$ cat config.mk
export PLATFORM = sky130hd
export DESIGN_NAME = hac_4ph_sink
export DESIGN_NICKNAME = d
export VERILOG_FILES = /design/src/rtl/hac_4ph_sink.sv
export SDC_FILE = /design/constraint.sdc
export NUM_CORES = 1
export LEC_CHECK = 0
export ABC_AREA = 1
export BUFFER_PORTS_ARGS = -buffer_cell sky130_fd_sc_hd__buf_2
export CORE_ASPECT_RATIO = 1.5
export CORE_UTILIZATION = 35
export DETAILED_ROUTE_END_ITERATION = 10
export HOLD_SLACK_MARGIN = 0.02
export SETUP_SLACK_MARGIN = 0.5
export SLEW_MARGIN = 20
export SYNTH_ARGS = -nofsm -noshare
export SYNTH_HDL_FRONTEND = slang
export SYNTH_SLANG_ARGS = --single-unit
$ cat constraint.sdc
create_clock -name clk -period 2.1 [get_ports clk]
set_clock_uncertainty 0.2 [all_clocks]
set_input_delay 0.105 -clock clk [delete_from_list [all_inputs] [get_ports clk]]
set_output_delay 0.105 -clock clk [all_outputs]
set_load 0.05 [all_outputs]
$ cat src/rtl/hac_4ph_sink.sv
// hac_4ph_sink: 4-phase bundled-data receiver that queues captured words in a FIFO.
// Defining HAC_4PH_SINK_TIMEOUT_EN adds a sticky err flag for a sender that never drops req.
module hac_4ph_sink #(
  parameter int WIDTH       = 8,
  parameter int DEPTH       = 4,
  parameter int SYNC_STAGES = 2,
  parameter int TIMEOUT     = 255
) (
  input  logic             clk,
  input  logic             rst_n,
  input  logic             req,
  input  logic [WIDTH-1:0] data,
  output logic             ack,
  output logic             out_valid,
  input  logic             out_ready,
  output logic [WIDTH-1:0] out_data
`ifdef HAC_4PH_SINK_TIMEOUT_EN
  ,
  output logic             err
`endif
);
  localparam int AW = $clog2(DEPTH);
  typedef enum logic [1:0] {IDLE, ACK_HI, RTZ} state_t;
  state_t state, state_nx;
  logic [SYNC_STAGES-1:0] sync;
  logic [AW-1:0] wptr, rptr;
  logic [AW:0] count;
  logic [WIDTH-1:0] mem [DEPTH];
  logic req_s, full, push, pop;
  if (SYNC_STAGES < 2 || DEPTH < 2 || (DEPTH & (DEPTH - 1)) != 0 || TIMEOUT < 1 || TIMEOUT > 255)
    $error("hac_4ph_sink: illegal parameter set");
  assign req_s = sync[SYNC_STAGES-1];
  assign full = count == (AW+1)'(DEPTH);
  assign out_valid = count != '0;
  assign out_data = mem[rptr];
  assign pop = out_valid && out_ready;
  // Full blocks capture even if a pop frees a slot on the same edge.
  assign push = state == IDLE && req_s && !full;
  always_comb begin
    state_nx = state;
    case (state)
      IDLE:    state_nx = push ? ACK_HI : IDLE;
      ACK_HI:  state_nx = req_s ? ACK_HI : RTZ;
      default: state_nx = IDLE;
    endcase
  end
  always_ff @(posedge clk or negedge rst_n)
    if (!rst_n) begin
      sync  <= '0;
      state <= IDLE;
      ack   <= 1'b0;
      wptr  <= '0;
      rptr  <= '0;
      count <= '0;
    end else begin
      sync  <= {sync[SYNC_STAGES-2:0], req};
      state <= state_nx;
      ack   <= state_nx == ACK_HI;
      if (push) wptr <= wptr + 1'b1;
      if (pop) rptr <= rptr + 1'b1;
      if (push && !pop) count <= count + 1'b1;
      else if (pop && !push) count <= count - 1'b1;
    end
  always_ff @(posedge clk)
    if (push) mem[wptr] <= data;
`ifdef HAC_4PH_SINK_TIMEOUT_EN
  logic [7:0] tcnt;
  // err rises on the edge where tcnt reaches TIMEOUT; the handshake itself is unaffected.
  always_ff @(posedge clk or negedge rst_n)
    if (!rst_n) begin
      tcnt <= '0;
      err  <= 1'b0;
    end else begin
      if (push) tcnt <= '0;
      else if (state == ACK_HI && tcnt != 8'hFF) tcnt <= tcnt + 1'b1;
      if (state == ACK_HI && tcnt + 8'd1 == 8'(TIMEOUT)) err <= 1'b1;
    end
`endif
endmodule

Word level (Yosys, flattened, before mapping)
Memory sizes are Yosys's and may differ from the RTL's.
Index checks and enable logic that the tools add are counted.
Widths: inputs -> output; s select.

storage, ports and cells
  memory bits (writable) = 32
  word-level logic and storage cells = 32
  input port bits = 12
  register bits after elaboration = 12
  bits in latches = 0
  memories kept = 1
  bits in read-only memories = 0
  output and inout port bits = 10

operators by class
  mux-type cells = 7
  bitwise logic cells = 0
  shifts and indexed selects = 0
  reduce and logical (&&, ||, !) cells = 11
  div/mod/pow operators = 0
  multipliers = 0
  magnitude comparators = 0
  equality and inequality tests = 3
  $add $sub $neg = 4

memories
  name  words  width  read ports  clocked after Yosys merged registers in  wr ports  RTL line  RTL
  mem   4      8      1           0                                        1         28        logic [WIDTH-1:0] mem [DEPTH];

operators by type and width
  operator             number
  $mux 3               2
  $logic_and 1x1->1    5
  $add 2x1->2 const B  2
  $eq 2x1->1 const B   2
  $pmux 2 s2           1
  $add 3x1->3 const B  1
  $eq 3x3->1 const B   1
  $logic_not 1->1      3
  $mux 1               3
  $reduce_bool 3->1    1
  $sub 3x1->3 const B  1
  $logic_not 2->1      1
  $mux 2               1
  $reduce_bool 2->1    1

Logic depth before layout (Yosys ltp)
Gate-level depths: netlist of run 1.

  word-level depth = 7
  depth in mapped cells = 13
  depth with buffers taken out = 13

Least setup slack after synthesis of run 1
No wires, ideal clock.

  path kind = register to register
  from = register count[0]
  to = register count[2]
  period minus slack after synthesis = 2.331 ns
  stages on the path, launching flop included = 11
  data arrival time = 2.014 ns
  data required time = 1.783 ns
  path slack = -0.231 ns
  path buffers = 0
  setup time = 0.117 ns
  cell sequence = dfrtp_1 inv_1 nand3_1 nand2_1 ha_1 inv_1 fa_1 nand2_1 nand3_1 nand2_1 nand2_1

between the ends
  elaborated cells between the ends (all ways) = 14
  classes of those cells = add/sub: 2; eq/ne: 1; mux: 2; reduce/logical: 9

RTL lines
  element                                      RTL line  RTL
  start: declaration                           27        logic [AW:0] count;
  start signal: assignment                     61        if (push && !pop) count <= count + 1'b1;
  start signal: assignment                     62        else if (pop && !push) count <= count - 1'b1;
  $reduce_bool 3->1 *                          34        assign out_valid = count != '0;
  named net out_valid                          14        output logic out_valid,
  $logic_and 1x1->1 *                          36        assign pop = out_valid && out_ready;
  $logic_not 1->1                              61
  $logic_and 1x1->1                            61
  $mux 3 or $reduce_bool 2->1 (tied branches)  -

The timed path passes the listed nets; every way through them passes the cells marked *. The select of a mux whose other input is x is not followed.
A chain may end at the register's enable or synchronous reset.

Final worst setup path of run 1
  from = register count[1]
  to = register count[2]

between the ends
  word-level cells in the longest chain between the ends = 6
  elaborated cells between the ends (all ways) = 14
  classes of those cells = add/sub: 2; eq/ne: 1; mux: 2; reduce/logical: 9

ends and longest elaborated chain
  element
  branches (longest 6 deep; another with $sub 3x1->3)

Several ways; the timed one is not identified. The select of a mux whose other input is x is not followed.

==> impl_metrics.toml, run 1 <==
[status]
status = "finished clean"

[die]
design.die.area_um2 = 5710
boundaryPins = 22
fp.dieW_um = 62.0
die_height_um = 92.0
start_util_pct = 36.6
coreArea_um2 = 5160
fp-row-count = 32

[logic_synthesis]
netlist_area_um2 = 1890
synthDistinctLibCells = 20
synthesis.instances = 166
postSynthAreaPerCell_um2 = 11.4
synth_nets = 184
ys_seq_area_share_pct = 66.7
synth-warning-count = 0
ys_ff_latch = 44

[global_route]
globalRouteOverflowTotal = 0
pin_count_of_the_biggest_net_entering_global_routing = 27
number_of_global_route_vias_before_repair = 1370
grt_pass1_wl_um = 5820
grt_usage_pct = 14.4
antenna_found_initial = 0

[run]
max_cap_viol_count = 0

[setup_path]
crit_arrival_ps = 1870
path_max_fanout = 4
critPathKind = "reg -> reg"
crit_path_end_kind = "register"
critPathLaunchType = "register"
critical_path_required_ps = 2120

[route]
drt_pre_antenna_iters = 4
dr.first_iter.drc_count = 40
detail_route.drc_violations = 0
viasPerCell = 4.56
routed_wl_um = 3570
ant_nets = 0
detailroute.via_count = 1304
routedWlPerCell_um = 12.5

[final_layout]
sequential_cell_area_um2 = 1260
layout-drive-gt1-share_pct = 32.6
layout-area-overhead-vs-synth_pct = 30.6
fin_util_pct = 47.8
mostFrequentLayoutCell = "sky130_fd_sc_hd__edfxtp_1"
final.fill_count = 477
leading_cell_types_in_the_layout_fill_and_taps_excluded = "sky130_fd_sc_hd__edfxtp_1, sky130_fd_sc_hd__nand2_1, sky130_fd_sc_hd__inv_1, sky130_fd_sc_hd__buf_4, sky130_fd_sc_hd__nor2_1"
multiInputGateArea_um2 = 556
antennaDiodeCount = 0
nNetsFinal = 235

[pwr]
total_power_uw = 3380
pwr-share-comb_pct = 50.2
cellPowerDensity_nw_per_um2 = 1370
power.switching_uw = 1460
share_clk_of_total_power_pct = 14.4
pwr-share-seq_pct = 35.4
swShare_pct = 43.3
peak_ir_drop_on_the_vdd_network_v = 0.000616
cell_internal_pwr_uw = 1920
leakagePower_uw = 0.00106

[placement]
port_buffers = 21
dp.final_hpwl_um = 2230
globalplace.congestion = 0.740

[clock_network]
tritoncts_buffer_count = 5
clk_latency_ps = 290
path_clk_slew_ps = 80
cts-htree-levels = 2
cts_root_buffer = "sky130_fd_sc_hd__clkbuf_8"
ctsLongestPathBuffers = 2
cts_tree = "done"
clkSinkCount = 44

[timing]
hold_violations = 0
grt_setup_unrepaired = "yes"
measured_slew_at_the_worst_slew_check_pin_ps = 271
maxSlewHeadroom_pct = 81.9
timing.final.max_slew_violations = 0
post_route_setup_tns_ps = 0
final_period_minus_worst_setup_slack_ps = 1850
max_clock_freq_mhz = 541
setup_viol_count_final = 0
timing.final.crit_share_pct = 88.0

[hold_path]
hold_path.class = "in -> async"
## what timing repair did
| action | in CTS | in global routing |
|---|---|---|
| buffers inserted | 8 | 2 |
| hold buffers | 12 | 0 |
| hold endpoints to repair | 47 | 0 |
| resized for setup | 21 | 13 |
| pin swaps | 3 | 2 |
| cloned | 0 | 1 |
| endpoints found under the setup margin | 10 | 44 |
## cell families (layout without fill, tap and decap cells)
kind of cell,count (synthesis),count (layout),share of synthesized area [%]
xor gates and xnor gates,1,1,0.463
and+or+nand+nor,66,66,14.4
adders and majority gates,6,6,4.37
AOI/OAI and AO/OA,18,18,5.96
DFF,44,44,66.7
buffers and inverters,31,83,8.14
## worst paths after layout
check / startpoint / end / slack [ps] / cells past startpoint
max: count[1] / count[2] / 250 / 11
min: rst_n / count[1] / 10 / 2
max reg2reg: count[1] / count[2] / 250 / 11
min reg2reg: sync[0] / sync[1] / 150 / 0
max in group asynchronous: rst_n / count[0] / 1450 / 2
min in group clk: out_ready / rptr[1] / 30 / 5
## worst max-delay path, stage by stage (launching register included)
cell and delay (ps):
sky130_fd_sc_hd__dfrtp_1 410, sky130_fd_sc_hd__inv_2 120, sky130_fd_sc_hd__nand3_4 100, sky130_fd_sc_hd__nand2_4 90
sky130_fd_sc_hd__ha_4 140, sky130_fd_sc_hd__inv_2 50, sky130_fd_sc_hd__fa_2 340, sky130_fd_sc_hd__inv_1 80
sky130_fd_sc_hd__nand2_2 60, sky130_fd_sc_hd__nand3_1 70, sky130_fd_sc_hd__nand2_1 60, sky130_fd_sc_hd__nand2_1 70
## cell type report
type,count,area share [%]
inverter,26,4.15
clock inverter,1,0.203
tap,68,3.44
timing repair buffer,48,15.1
clock buffer,7,3.09
sequential,44,51.2
timing repair inverter,1,0.253
multi-input combinational,91,22.5
## per-layer routing
layer	global-route usage (%)	part of all wire, %
met1	14.1	38
met3	3.67	3.0
met5	0	0
met2	25.6	56
met4	8.15	2.8
## registers in the layout (all words and copies together) (netlist names)
name and cells:
count 3, rptr 2, mem 32, ack 1, state 2, sync 2
wptr 2
## per-stage QoR
step / hold slack, ps / instances / area [um2] / worst slack (ps)
6_report: 12.9 / 286 / 2470 / 252
5_1_grt: 27.9 / 286 / 2470 / 150
4_1_cts: 27.4 / 284 / 2420 / 282
3_5_place_dp: -203 / 256 / 2110 / 136
3_3_place_gp: -202 / 256 / 2110 / 192
2_1_floorplan: -391 / 166 / 1930 / 217
## cell usage after synthesis
cell type,count,share of area (%)
sky130_fd_sc_hd__buf_4,1,0.40
sky130_fd_sc_hd__buf_6,3,1.8
sky130_fd_sc_hd__buf_8,1,0.79
sky130_fd_sc_hd__dfrtp_1,12,16
sky130_fd_sc_hd__edfxtp_1,32,51
sky130_fd_sc_hd__fa_1,1,1.1
sky130_fd_sc_hd__ha_1,5,3.3
sky130_fd_sc_hd__inv_1,25,5.0
sky130_fd_sc_hd__inv_2,1,0.20
sky130_fd_sc_hd__nand2_1,34,6.8
sky130_fd_sc_hd__nand2_2,2,0.66
sky130_fd_sc_hd__nand3_1,7,1.9
sky130_fd_sc_hd__nand4_1,1,0.33
sky130_fd_sc_hd__nor2_1,19,3.8
sky130_fd_sc_hd__nor2_2,3,0.99
sky130_fd_sc_hd__o211ai_1,8,3.2
sky130_fd_sc_hd__o21ai_0,7,1.9
sky130_fd_sc_hd__o21ai_1,2,0.53
sky130_fd_sc_hd__o21bai_1,1,0.40
sky130_fd_sc_hd__xnor2_1,1,0.46
## power groups by stage
stage	clock, uW	sequential [uW]	combinational (uW)
6_report	489	1200	1700
3_5_place_dp	0	1210	1420
3_3_place_gp	0	1210	1390
4_1_cts	515	1190	1660
2_1_floorplan	0	1200	1170
5_1_grt	558	1210	1870
(Power assumes the default switching activity.)
==> run 2, diff against run 1 <==
Settings changed: CORE_MARGIN set to 2, SETUP_SLACK_MARGIN 0.5 to 0.15.
==> impl_metrics.toml, run 2 (synthesized netlist as in run 1, its figures left out) <==
[pwr]
leakagePower_uw = 0.00104
power.switching_uw = 1400
cellPowerDensity_nw_per_um2 = 1370
cell_internal_pwr_uw = 1910
peak_ir_drop_on_the_vdd_network_v = 0.000656
swShare_pct = 42.3
pwr-share-seq_pct = 35.6
share_clk_of_total_power_pct = 18.6
pwr-share-comb_pct = 45.7
total_power_uw = 3300

[setup_path]
path_max_fanout = 2
crit_arrival_ps = 1820
critPathLaunchType = "register"
critical-path-slowest-cell = "sky130_fd_sc_hd__dfrtp_1"
crit_path_end_kind = "register"
timing.critical_path.slowest_cell_delay_ps = 370
timing.critical_path.cells = "inv_2, nand2_2, nor2_4, nand2_2, inv_2, ha_4, inv_2, fa_2, nand2_2, nand3_1, nand2_1, nand2_1"
critPathKind = "reg -> reg"
critical_path_required_ps = 2070
regToRegSetupSlack_ps = 250

[global_route]
grt_usage_pct = 11.6
pin_count_of_the_biggest_net_entering_global_routing = 27
number_of_global_route_vias_before_repair = 1208
antenna_found_initial = 0
globalRouteOverflowTotal = 0
grt_pass1_wl_um = 5260

[run]
max_cap_viol_count = 0

[route]
routedWlPerCell_um = 11.0
ant_nets = 0
routed_wl_um = 3100
detail_route.drc_violations = 0
drt_pre_antenna_iters = 4
dr.first_iter.drc_count = 24
detailroute.via_count = 1242
viasPerCell = 4.40

[final_layout]
layout-drive-gt1-share_pct = 27.6
antennaDiodeCount = 0
mostFrequentLayoutCell = "sky130_fd_sc_hd__edfxtp_1"
nNetsFinal = 231
layout-area-overhead-vs-synth_pct = 27.5
largest_register_ff_count = 32
leading_cell_types_in_the_layout_fill_and_taps_excluded = "sky130_fd_sc_hd__edfxtp_1, sky130_fd_sc_hd__nand2_1, sky130_fd_sc_hd__buf_2"
largest_registers_in_the_final_layout = "mem (32), count (3)"
registers.top_by_ff_count = "mem"

[clock_network]
cts-htree-levels = 2
tritoncts_buffer_count = 5
clkSinkCount = 44
cts_tree = "done"
ctsLongestPathBuffers = 2
cts_root_buffer = "sky130_fd_sc_hd__clkbuf_8"
path_clk_slew_ps = 70
clk_latency_ps = 280

[timing]
timing.final.crit_share_pct = 87.9
maxSlewHeadroom_pct = 81.7
timing.final.max_slew_violations = 0
final_period_minus_worst_setup_slack_ps = 1850
max_clock_freq_mhz = 542
measured_slew_at_the_worst_slew_check_pin_ps = 274
hold_violations = 0
grt_setup_unrepaired = "no"
post_route_setup_tns_ps = 0
setup_viol_count_final = 0

[die]
design.die.area_um2 = 6020
boundaryPins = 22
fp-row-count = 32
fp.dieW_um = 64.0
start_util_pct = 36.6
die_height_um = 94.0
coreArea_um2 = 5160

[hold_path]
hold_path.class = "reg -> reg"

[status]
status = "finished clean"

[placement]
dp.final_hpwl_um = 2100
globalplace.congestion = 0.750
port_buffers = 21
-- run 2: cell types whose count changed in the layout (fill, tap and decap cells not counted), sizes merged --
cell,delta
buf,-5
bufinv,+1
clkbuf,-2
dlygate4sd3,+2
-- run 2: cell type report --
class | count | area, um2
Fill cell | 483 | 2760
Sequential cell | 44 | 1260
Multi-Input combinational cell | 91 | 533
Timing Repair Buffer | 45 | 318
Inverter | 26 | 100
Tap cell | 68 | 85.1
Clock buffer | 5 | 68.8
Clock inverter | 3 | 42.5
-- run 2: critical path, delay by kind of cell, from the launching register on --
kind	cells	cell delay [ps]
adder cells (fa/ha/maj)	2	490
buffers and inverters	3	160
flip-flops	1	370
AND/OR/NAND/NOR	7	490
-- run 2: metrics by stage --
step	util [%]	std cells	hold slack, ps	instance area, um2	setup WS, ps
floorplan	-	166	-391	1910	161
global placement	40.5	257	-201	2090	171
detailed placement	40.5	257	-204	2090	112
CTS	45.5	279	160	2350	168
global route	46.7	282	179	2410	138
finish	46.7	282	157	2410	254
-- run 2: final timing paths --
path	startpoint	end	cells past startpoint
worst max-delay path	state[1]	count[2]	12
worst min-delay path	sync[0]	sync[1]	0
worst max register to register	state[1]	count[2]	12
worst min register to register	sync[0]	sync[1]	0
max in group asynchronous	rst_n	rptr[1]	4
min in group asynchronous	rst_n	count[0]	3
-- run 2: what timing repair did --
item	4_1_cts	5_1_grt
endpoints found under the setup margin	3	2
hold buffers	13	0
buffers inserted	1	3
endpoints found under the hold margin	47	0
pin swaps	0	6
gates resized for setup	2	13
-- run 2: power groups by stage --
| stage | combinational [uW] | clock (uW) | sequential (uW) |
|---|---|---|---|
| global route | 1680 | 668 | 1190 |
| detailed placement | 1400 | 0 | 1190 |
| global placement | 1380 | 0 | 1190 |
| CTS | 1460 | 634 | 1170 |
| floorplan | 1140 | 0 | 1190 |
| finish | 1510 | 615 | 1180 |
-- run 2: layer usage --
metal  global-route usage (%)  share of wire, %  up-vias
met4                     5.98               2.3        0
met5                        0                 0        -
li1                         -                 -      637
met1                     11.8                39      579
met2                     21.7                55       20
met3                     2.28               3.1        6
==> run 3, diff against run 2 <==
Settings changed: PLACE_DENSITY set to 0.62.
==> impl_metrics.toml, run 3 (synthesized netlist as in run 1, its figures left out) <==
[timing]
final_period_minus_worst_setup_slack_ps = 1870
timing.final.max_slew_violations = 0
grt_setup_unrepaired = "yes"
measured_slew_at_the_worst_slew_check_pin_ps = 464
setup_viol_count_final = 0
maxSlewHeadroom_pct = 68.9
post_route_setup_tns_ps = 0
timing.final.crit_share_pct = 89.0
hold_ws_ps = 167
hold_violations = 0
max_clock_freq_mhz = 535

[clock_network]
cts_root_buffer = "sky130_fd_sc_hd__clkbuf_8"
cts_tree = "done"
path_clk_slew_ps = 80
clkSinkCount = 44
cts-htree-levels = 2
tritoncts_buffer_count = 5
clk_latency_ps = 290
ctsLongestPathBuffers = 2

[setup_path]
critical-path-slowest-cell = "sky130_fd_sc_hd__dfrtp_1"
critical_path_buf_inv_count = 2
crit_path_end_kind = "register"
rr_startpoint = "count[2]"
timing.critical_path.cells = "inv_2, nand3_4, nand2_4, ha_4, inv_2, fa_2, nand2_2, nand3_1, nand2_1, nand2_1"
critPathKind = "reg -> reg"
timing.critical_path.max_delay_family = "adder cells"
path_max_fanout = 4
worst_setup_path_startpoint = "count[2]"
crit_arrival_ps = 1850
timing.critical_path.slowest_cell_delay_ps = 440
critPathLaunchType = "register"
critical_path_required_ps = 2080

[die]
design.die.area_um2 = 6020
boundaryPins = 22
coreArea_um2 = 5160
start_util_pct = 36.6
fp.dieW_um = 64.0
die_height_um = 94.0
fp-row-count = 32

[route]
detail_route.drc_violations = 0
drt_pre_antenna_iters = 3
dr.first_iter.drc_count = 9
detailroute.via_count = 1210
ant_nets = 0
viasPerCell = 4.28
routedWlPerCell_um = 11.3
routed_wl_um = 3190

[final_layout]
largest_registers_in_the_final_layout = "mem (32), count (3)"
mostFrequentLayoutCell = "sky130_fd_sc_hd__edfxtp_1"
registers.top_by_ff_count = "mem"
layout-area-overhead-vs-synth_pct = 27.8
largest_register_ff_count = 32
antennaDiodeCount = 0
nNetsFinal = 232
leading_cell_types_in_the_layout_fill_and_taps_excluded = "sky130_fd_sc_hd__edfxtp_1, sky130_fd_sc_hd__nand2_1, sky130_fd_sc_hd__buf_2"
final.fill_count = 479
layout-drive-gt1-share_pct = 28.4

[hold_path]
hold_path.class = "reg -> reg"
worst_hold_startpoint = "sync[0]"

[global_route]
number_of_global_route_vias_before_repair = 1174
antenna_found_initial = 0
grt_pass1_wl_um = 5290
grt_usage_pct = 11.8
pin_count_of_the_biggest_net_entering_global_routing = 27
globalRouteOverflowTotal = 0

[status]
status = "finished clean"

[placement]
port_buffers = 21
dp.final_hpwl_um = 2160
globalplace.congestion = 0.828

[pwr]
cellPowerDensity_nw_per_um2 = 1370
leakagePower_uw = 0.00104
peak_ir_drop_on_the_vdd_network_v = 0.000631

[run]
max_cap_viol_count = 0
[run 3: cell count changes in the layout (fill, tap and decap cells not counted), sizes merged]
cell  change
buf       +1
[run 3: area by class of cell]
type | count | area, um2 | share of cell area [%]
Inverter | 26 | 103 | 4.25
Tap cell | 68 | 85.1 | 3.52
Clock buffer | 5 | 68.8 | 2.85
Multi-Input combinational cell | 91 | 528 | 21.9
Clock inverter | 3 | 42.5 | 1.76
Sequential cell | 44 | 1260 | 52.3
Timing Repair Buffer | 46 | 325 | 13.5
[run 3: path summary, 6_finish.rpt]
| kind | endpoint | slack [ps] | cells past startpoint |
|---|---|---|---|
| setup / recovery | count[2] | 230 | 10 |
| hold / removal | sync[1] | 170 | 0 |
| setup reg to reg | count[2] | 230 | 10 |
| hold reg to reg | sync[1] | 170 | 0 |
| max in group asynchronous | count[0] | 710 | 3 |
| min in group asynchronous | wptr[1] | 510 | 3 |
[run 3: worst reg2reg max path, cell delays in order (launching register included)]
cell	delay, ps
sky130_fd_sc_hd__dfrtp_1	440
sky130_fd_sc_hd__inv_2	110
sky130_fd_sc_hd__nand3_4	90
sky130_fd_sc_hd__nand2_4	90
sky130_fd_sc_hd__ha_4	140
sky130_fd_sc_hd__inv_2	50
sky130_fd_sc_hd__fa_2	380
sky130_fd_sc_hd__nand2_2	80
sky130_fd_sc_hd__nand3_1	70
sky130_fd_sc_hd__nand2_1	60
sky130_fd_sc_hd__nand2_1	50
[run 3: what timing repair did]
| item | 4_1_cts | 5_1_grt |
|---|---|---|
| hold buffers | 13 | 0 |
| buffers inserted | 1 | 3 |
| pin swaps | 1 | 8 |
| cloned | 0 | 0 |
| gates resized for setup | 4 | 12 |
| setup endpoints to repair | 4 | 10 |
| endpoints found under the hold margin | 47 | 0 |
[run 3: where the power goes]
group	internal (uW)	switching (uW)
Clock	352	267
Sequential	1100	128
Combinational	466	1010
Total	1910	1400
[run 3: stage by stage]
| step | area [um2] | instances | setup WS (ps) | util (%) | total power, uW |
|---|---|---|---|---|---|
| final | 2420 | 283 | 232 | 46.8 | 3310 |
| after CTS | 2360 | 280 | 145 | 45.6 | 3260 |
| after global routing | 2420 | 283 | 144 | 46.8 | 3580 |
| after global placement | 2100 | 258 | 182 | 40.6 | 2560 |
| after floorplan | 1910 | 166 | 161 | - | 2330 |
| after detailed placement | 2100 | 258 | 73.8 | 40.6 | 2600 |
[run 3: per-layer routing]
metal	routed length [um]	track usage (%)
met1	1310	12.4
met2	1770	21.9
met3	90	2.88
met4	23	5.25
met5	0	0
